<file path="src/rtl/restoring_divider_pkg.sv">
// Shared definitions for the restoring divider: FSM state encoding and default width.
package restoring_divider_pkg;

    localparam int DIV_WIDTH_DEFAULT = 4;

    typedef enum logic [1:0] {
        ST_IDLE = 2'd0,
        ST_RUN  = 2'd1,
        ST_DONE = 2'd2
    } div_state_t;

endpackage

</file>
<file path="src/rtl/restoring_divider_div_step.sv">
// One combinational restoring-division iteration: shift, trial subtract, restore, quotient bit.
module div_step
    import restoring_divider_pkg::*;
#(
    parameter int WIDTH = DIV_WIDTH_DEFAULT
) (
    input  logic [WIDTH-1:0] i_rem,
    input  logic [WIDTH-1:0] i_dvd,
    input  logic [WIDTH-1:0] i_dvs,
    output logic [WIDTH-1:0] o_rem,
    output logic [WIDTH-1:0] o_dvd
);

    logic [WIDTH:0]   w_shift;
    logic [WIDTH+1:0] w_diff;
    logic             w_qbit;
    logic             w_unused;

    assign w_shift = {i_rem, i_dvd[WIDTH-1]};
    // Extra top bit acts as the borrow: set means the trial subtraction went negative.
    assign w_diff  = {1'b0, w_shift} - {2'b00, i_dvs};
    assign w_qbit  = ~w_diff[WIDTH+1];

    // A kept difference is always below the divisor, so its bit WIDTH is zero.
    assign w_unused = w_diff[WIDTH];

    assign o_rem = w_qbit ? w_diff[WIDTH-1:0] : w_shift[WIDTH-1:0];
    assign o_dvd = {i_dvd[WIDTH-2:0], w_qbit};

endmodule

</file>
<file path="src/rtl/restoring_divider.sv">
// Multi-cycle unsigned restoring divider: one quotient bit per RUN cycle, results held between DONEs.
module restoring_divider
    import restoring_divider_pkg::*;
#(
    parameter int WIDTH = DIV_WIDTH_DEFAULT
) (
    input  logic             i_clock,
    input  logic             i_resetn,
    input  logic             i_start,
    input  logic [WIDTH-1:0] i_dividend,
    input  logic [WIDTH-1:0] i_divisor,
    output logic             o_busy,
    output logic             o_done,
    output logic [WIDTH-1:0] o_quotient,
    output logic [WIDTH-1:0] o_remainder,
    output logic             o_div_by_zero
);

    localparam int CW = $clog2(WIDTH + 1);

    div_state_t       r_state, w_state_next;
    logic [WIDTH-1:0] r_rem, w_rem_next;
    logic [WIDTH-1:0] r_dvd, w_dvd_next;
    logic [WIDTH-1:0] r_dvs, w_dvs_next;
    logic [CW-1:0]    r_cnt, w_cnt_next;
    logic [WIDTH-1:0] r_quot, w_quot_next;
    logic [WIDTH-1:0] r_remo, w_remo_next;
    logic             r_dbz, w_dbz_next;

    logic [WIDTH-1:0] w_step_rem;
    logic [WIDTH-1:0] w_step_dvd;

    div_step #(.WIDTH(WIDTH)) u_step (
        .i_rem (r_rem),
        .i_dvd (r_dvd),
        .i_dvs (r_dvs),
        .o_rem (w_step_rem),
        .o_dvd (w_step_dvd)
    );

    always_ff @(posedge i_clock or negedge i_resetn) begin
        if (!i_resetn) begin
            r_state <= ST_IDLE;
            r_rem   <= '0;
            r_dvd   <= '0;
            r_dvs   <= '0;
            r_cnt   <= '0;
            r_quot  <= '0;
            r_remo  <= '0;
            r_dbz   <= 1'b0;
        end else begin
            r_state <= w_state_next;
            r_rem   <= w_rem_next;
            r_dvd   <= w_dvd_next;
            r_dvs   <= w_dvs_next;
            r_cnt   <= w_cnt_next;
            r_quot  <= w_quot_next;
            r_remo  <= w_remo_next;
            r_dbz   <= w_dbz_next;
        end
    end

    always_comb begin
        w_state_next = r_state;
        w_rem_next   = r_rem;
        w_dvd_next   = r_dvd;
        w_dvs_next   = r_dvs;
        w_cnt_next   = r_cnt;
        w_quot_next  = r_quot;
        w_remo_next  = r_remo;
        w_dbz_next   = r_dbz;
        case (r_state)
            ST_RUN: begin
                w_rem_next = w_step_rem;
                w_dvd_next = w_step_dvd;
                w_cnt_next = r_cnt - CW'(1);
                // Visible results only change on the final iteration edge.
                if (r_cnt == CW'(1)) begin
                    w_quot_next  = w_step_dvd;
                    w_remo_next  = w_step_rem;
                    w_state_next = ST_DONE;
                end
            end
            default: begin
                // IDLE and DONE both accept a new request; DONE falls back to IDLE otherwise.
                if (i_start) begin
                    if (i_divisor == '0) begin
                        w_quot_next  = '1;
                        w_remo_next  = i_dividend;
                        w_dbz_next   = 1'b1;
                        w_state_next = ST_DONE;
                    end else begin
                        w_rem_next   = '0;
                        w_dvd_next   = i_dividend;
                        w_dvs_next   = i_divisor;
                        w_cnt_next   = CW'(WIDTH);
                        w_dbz_next   = 1'b0;
                        w_state_next = ST_RUN;
                    end
                end else begin
                    w_state_next = ST_IDLE;
                end
            end
        endcase
    end

    assign o_busy        = (r_state == ST_RUN);
    assign o_done        = (r_state == ST_DONE);
    assign o_quotient    = r_quot;
    assign o_remainder   = r_remo;
    assign o_div_by_zero = r_dbz;

endmodule

</file>
<file path="config.mk">
export PLATFORM = sky130hd
export DESIGN_NAME = restoring_divider
export DESIGN_NICKNAME = d
export VERILOG_FILES = /design/src/rtl/restoring_divider_pkg.sv /design/src/rtl/restoring_divider_div_step.sv /design/src/rtl/restoring_divider.sv
export SDC_FILE = /design/constraint.sdc
export NUM_CORES = 1
export LEC_CHECK = 0
export BUFFER_PORTS_ARGS = -buffer_cell sky130_fd_sc_hd__buf_2
export CAP_MARGIN = 20
export CORE_MARGIN = 2
export CORE_UTILIZATION = 39
export CTS_CLUSTER_DIAMETER = 150
export CTS_CLUSTER_SIZE = 28
export DETAILED_ROUTE_END_ITERATION = 8
export SLEW_MARGIN = 20
export SYNTH_ARGS = -nofsm -noshare
export SYNTH_HDL_FRONTEND = slang
export SYNTH_SLANG_ARGS = --single-unit
</file>
<file path="constraint.sdc">
create_clock -name i_clock -period 5.93 [get_ports i_clock]
set_input_delay 0.593 -clock i_clock [delete_from_list [all_inputs] [get_ports i_clock]]
set_output_delay 0.593 -clock i_clock [all_outputs]
set_load 0.03 [all_outputs]
</file>
==> summary.txt <==
Place
  • # port buffers: 21
  • Gpl congestion: 0.804
  • Placed instance count: 191
  • Post-placement cell area: 0.00142 mm²
  • Hpwl dp: 1.93 mm

Status
  • Run status: finished clean

Routing
  • Routed WL: 2.54 mm
  • Routed len/inst: 13.1 µm
  • Detailed-route via count: 970
  • Drt first pass iters: 4
  • DRC viols: 0
  • DR vias/cell: around 5
  • First DRT Iteration DRCs: 19
  • DRT antenna net count: 0

Setup path
  • Crit-path cells: nand2b_1 -> clkinv_1 -> buf_2
  • Startpoint types: flop
  • Crit-path max FO: 23
  • Worst Setup End Kind: output port
  • Arr. time, crit path: just over 2000 ps
  • Worst Path Required: 5340 ps
  • Max incr delay on CP: 600 ps
  • Slowest CP cell: nand2b_1
  • CP Class: flop to output port

Layout
  • Synth-to-Final Area Change: 12.0%
  • Final Cell Area: 0.00144 mm²
  • Final nets: 170
  • Fin util: 46.4%
  • Non-filler cells, final: 194
  • Share of cells above drive strength 1: 21.3%
  • N_diodes: 0

Clock tree
  • Post-CTS setup buffer count: 0
  • Hold buffer count at CTS: 0
  • Clock latency at the later pin of the worst-skew pair: 310 ps
  • Clk buf depth: 2
  • Root buf cell: clkbuf_4
  • TritonCTS clock tree: built
  • Num Clock Sinks: 26
  • Resize count post-CTS: 0
  • TritonCTS buffer count: 3
  • Clock-pin slew on the worst setup and hold paths: 130 ps
  • H-tree levels: 1

Floorplan
  • Chip height: 61.4 µm
  • Die Width: 61.4 µm
  • Die area: 0.00377 mm²
  • I/O pins: 22
  • Rows: 20
  • Floorplan Core Area: 0.00310 mm²
  • Starting Density: between 40% and 50%

Global routing
  • First-pass GRT wire length: 4.22 mm
  • GR met2 Demand/Resource: around 25%
  • Congestion Overflow GR: 0
  • Met1 Use GR: 20.4%
  • Gr busiest metal: met2
  • Largest net degree at the start of global routing: 27
  • Antenna violations before repair: 0
  • GR Util met3: 1.89%
  • GR Util All Layers: 15.2%
  • Vias in the first global route: 952

Power
  • Pwr Density: 609 mW/mm²
  • Leakage: roughly 0.00065 µW
  • Total power: approximately 880 µW
  • Peak VDD IR: about 230 µV

Timing
  • Final hold violation count: 0
  • Period Utilization, post-route: 44.2%
  • Setup Skew: 4.51 ps
  • Setup_tns: 0 ps
  • Final setup vio count: 0
  • Slew @ Worst Pin: 755 ps
  • Max-slew headroom: about 50%
  • Slew Limit Fails: 0
  • Achievable Freq: 381 MHz
  • RSZ-0062 raised after global routing: false
  • Post-layout min period: 2620 ps

Synthesis
  • Synthesized Nets: about 150
  • Sequential share of the synthesized area: about 51%
  • Synthesized area per cell: 9.82 µm²
  • Mapped Cells: between 100 and 150
  • #FFs+latches synth: 26
  • Synth warn: 0
  • Cell variety after synth: 33
  • Mapped cell area: 0.00129 mm²

Job
  • Max Cap Violations: 0

Min path
  • Hold Crit Class: input port to asynchronous set/reset pin
==> registers in the layout (all words and copies together) (netlist names) <==
register	cells
o_div_by_zero	1
o_quotient	4
o_remainder	4
r_cnt	3
r_dvd	4
r_dvs	4
r_rem	4
r_state	2
==> per-stage QoR <==
| step | hold WS (ps) | setup WS [ps] |
|---|---|---|
| global placement | 469 | 3740 |
| global route | 288 | 3090 |
| finish | 264 | 3310 |
| detailed placement | 476 | 3680 |
| CTS | 265 | 3300 |
| floorplan | 297 | 4040 |
==> worst max-delay path, delay by kind of cell, from the launching register on <==
| kind | cells | cell delay, ps |
|---|---|---|
| simple gates | 1 | 600 |
| flops | 1 | 360 |
| buf+inv | 2 | 760 |
==> cells by family (layout without fill, tap and decap cells) <==
logic type / after synthesis / in the layout / synth area share, %
AO/OA/AOI/OAI: 25 / 25 / 13.2
XOR/XNOR: 1 / 1 / 0.681
adder cells (fa/ha/maj): 7 / 7 / 7.39
buffers and inverters: 13 / 32 / 4.57
flip-flops: 26 / 26 / 50.6
multiplexers: 6 / 6 / 5.06
AND/OR/NAND/NOR: 53 / 53 / 18.5
==> final timing paths <==
check | startpoint | endpoint | slack, ps | depth (start not counted)
max in group asynchronous | i_resetn | r_rem[0] | 5280 | 1
worst min register to register | r_cnt[2] | r_cnt[2] | 500 | 1
worst max register to register | r_state[1] | r_dvs[0] | 3670 | 4
worst min-delay path | i_resetn | r_dvs[3] | 260 | 1
worst max-delay path | r_state[1] | o_busy | 3310 | 3
min in group i_clock | r_cnt[2] | r_cnt[2] | 500 | 1
==> per-layer routing <==
layer,part of all wire [%],wire length (µm)
met1,49,1230
met2,49,1240
met3,1.8,46
met4,0.67,17
met5,0,0
==> where the power goes <==
part / total, µW / switching, µW / leakage (µW) / internal, µW
logic: 489 / 302 / 0.000342 / 187
clock network: 73.1 / 49.4 / 0.0000138 / 23.7
registers: 315 / 49.5 / 0.000299 / 266
total: 877 / 401 / 0.000654 / 476
==> layout make-up <==
class                      instances  area (µm²)
fill                             320        1660
sequential                        26         651
multi-input combinational         92         577
timing repair buffer              21         105
tap                               44        55.1
inverter                           8        30.0
clock buffer                       3        22.5
==> layout by cell type (no fill, tap or decap), drive strengths merged <==
cell,Yosys,final
o41ai,1,1
fa,1,1
nor4,2,2
or3,1,1
nor3,2,2
clkbuf,0,3
o21ai,7,7
a21oi,7,7
ha,6,6
nor3b,1,1
mux2,4,4
nor2b,2,2
xor2,1,1
a31oi,5,5
nand2,21,21
or4,1,1
mux2i,2,2
a31o,1,1
buf,5,21
nor2,18,18
o31a,1,1
a41oi,1,1
and2,1,1
clkinv,1,1
nand3,3,3
nand2b,1,1
o21a,2,2
inv,7,7
dfrtp,26,26
==> Yosys cell counts (all sizes together) <==
library cell  count  area share, %
ha                6            5.8
nand2            21            6.1
o41ai             1            2.1
o21ai             7            2.7
a21oi             7            2.7
a31oi             5            2.4
a41oi             1           0.68
nor2b             2           0.97
o21a              2            1.2
nor3b             1           0.58
nor4              2           0.97
nor2             18            5.4
fa                1            1.6
clkinv            1           0.29
or3               1           0.49
or4               1           0.58
mux2i             2            1.6
nor3              2            1.2
o31a              1           0.68
inv               7            2.0
nand2b            1           0.49
mux2              4            3.5
nand3             3            1.2
buf               5            2.2
dfrtp            26             51
xor2              1           0.68
and2              1           0.49
a31o              1           0.68
No activity file was read; power rests on OpenSTA's default activity.
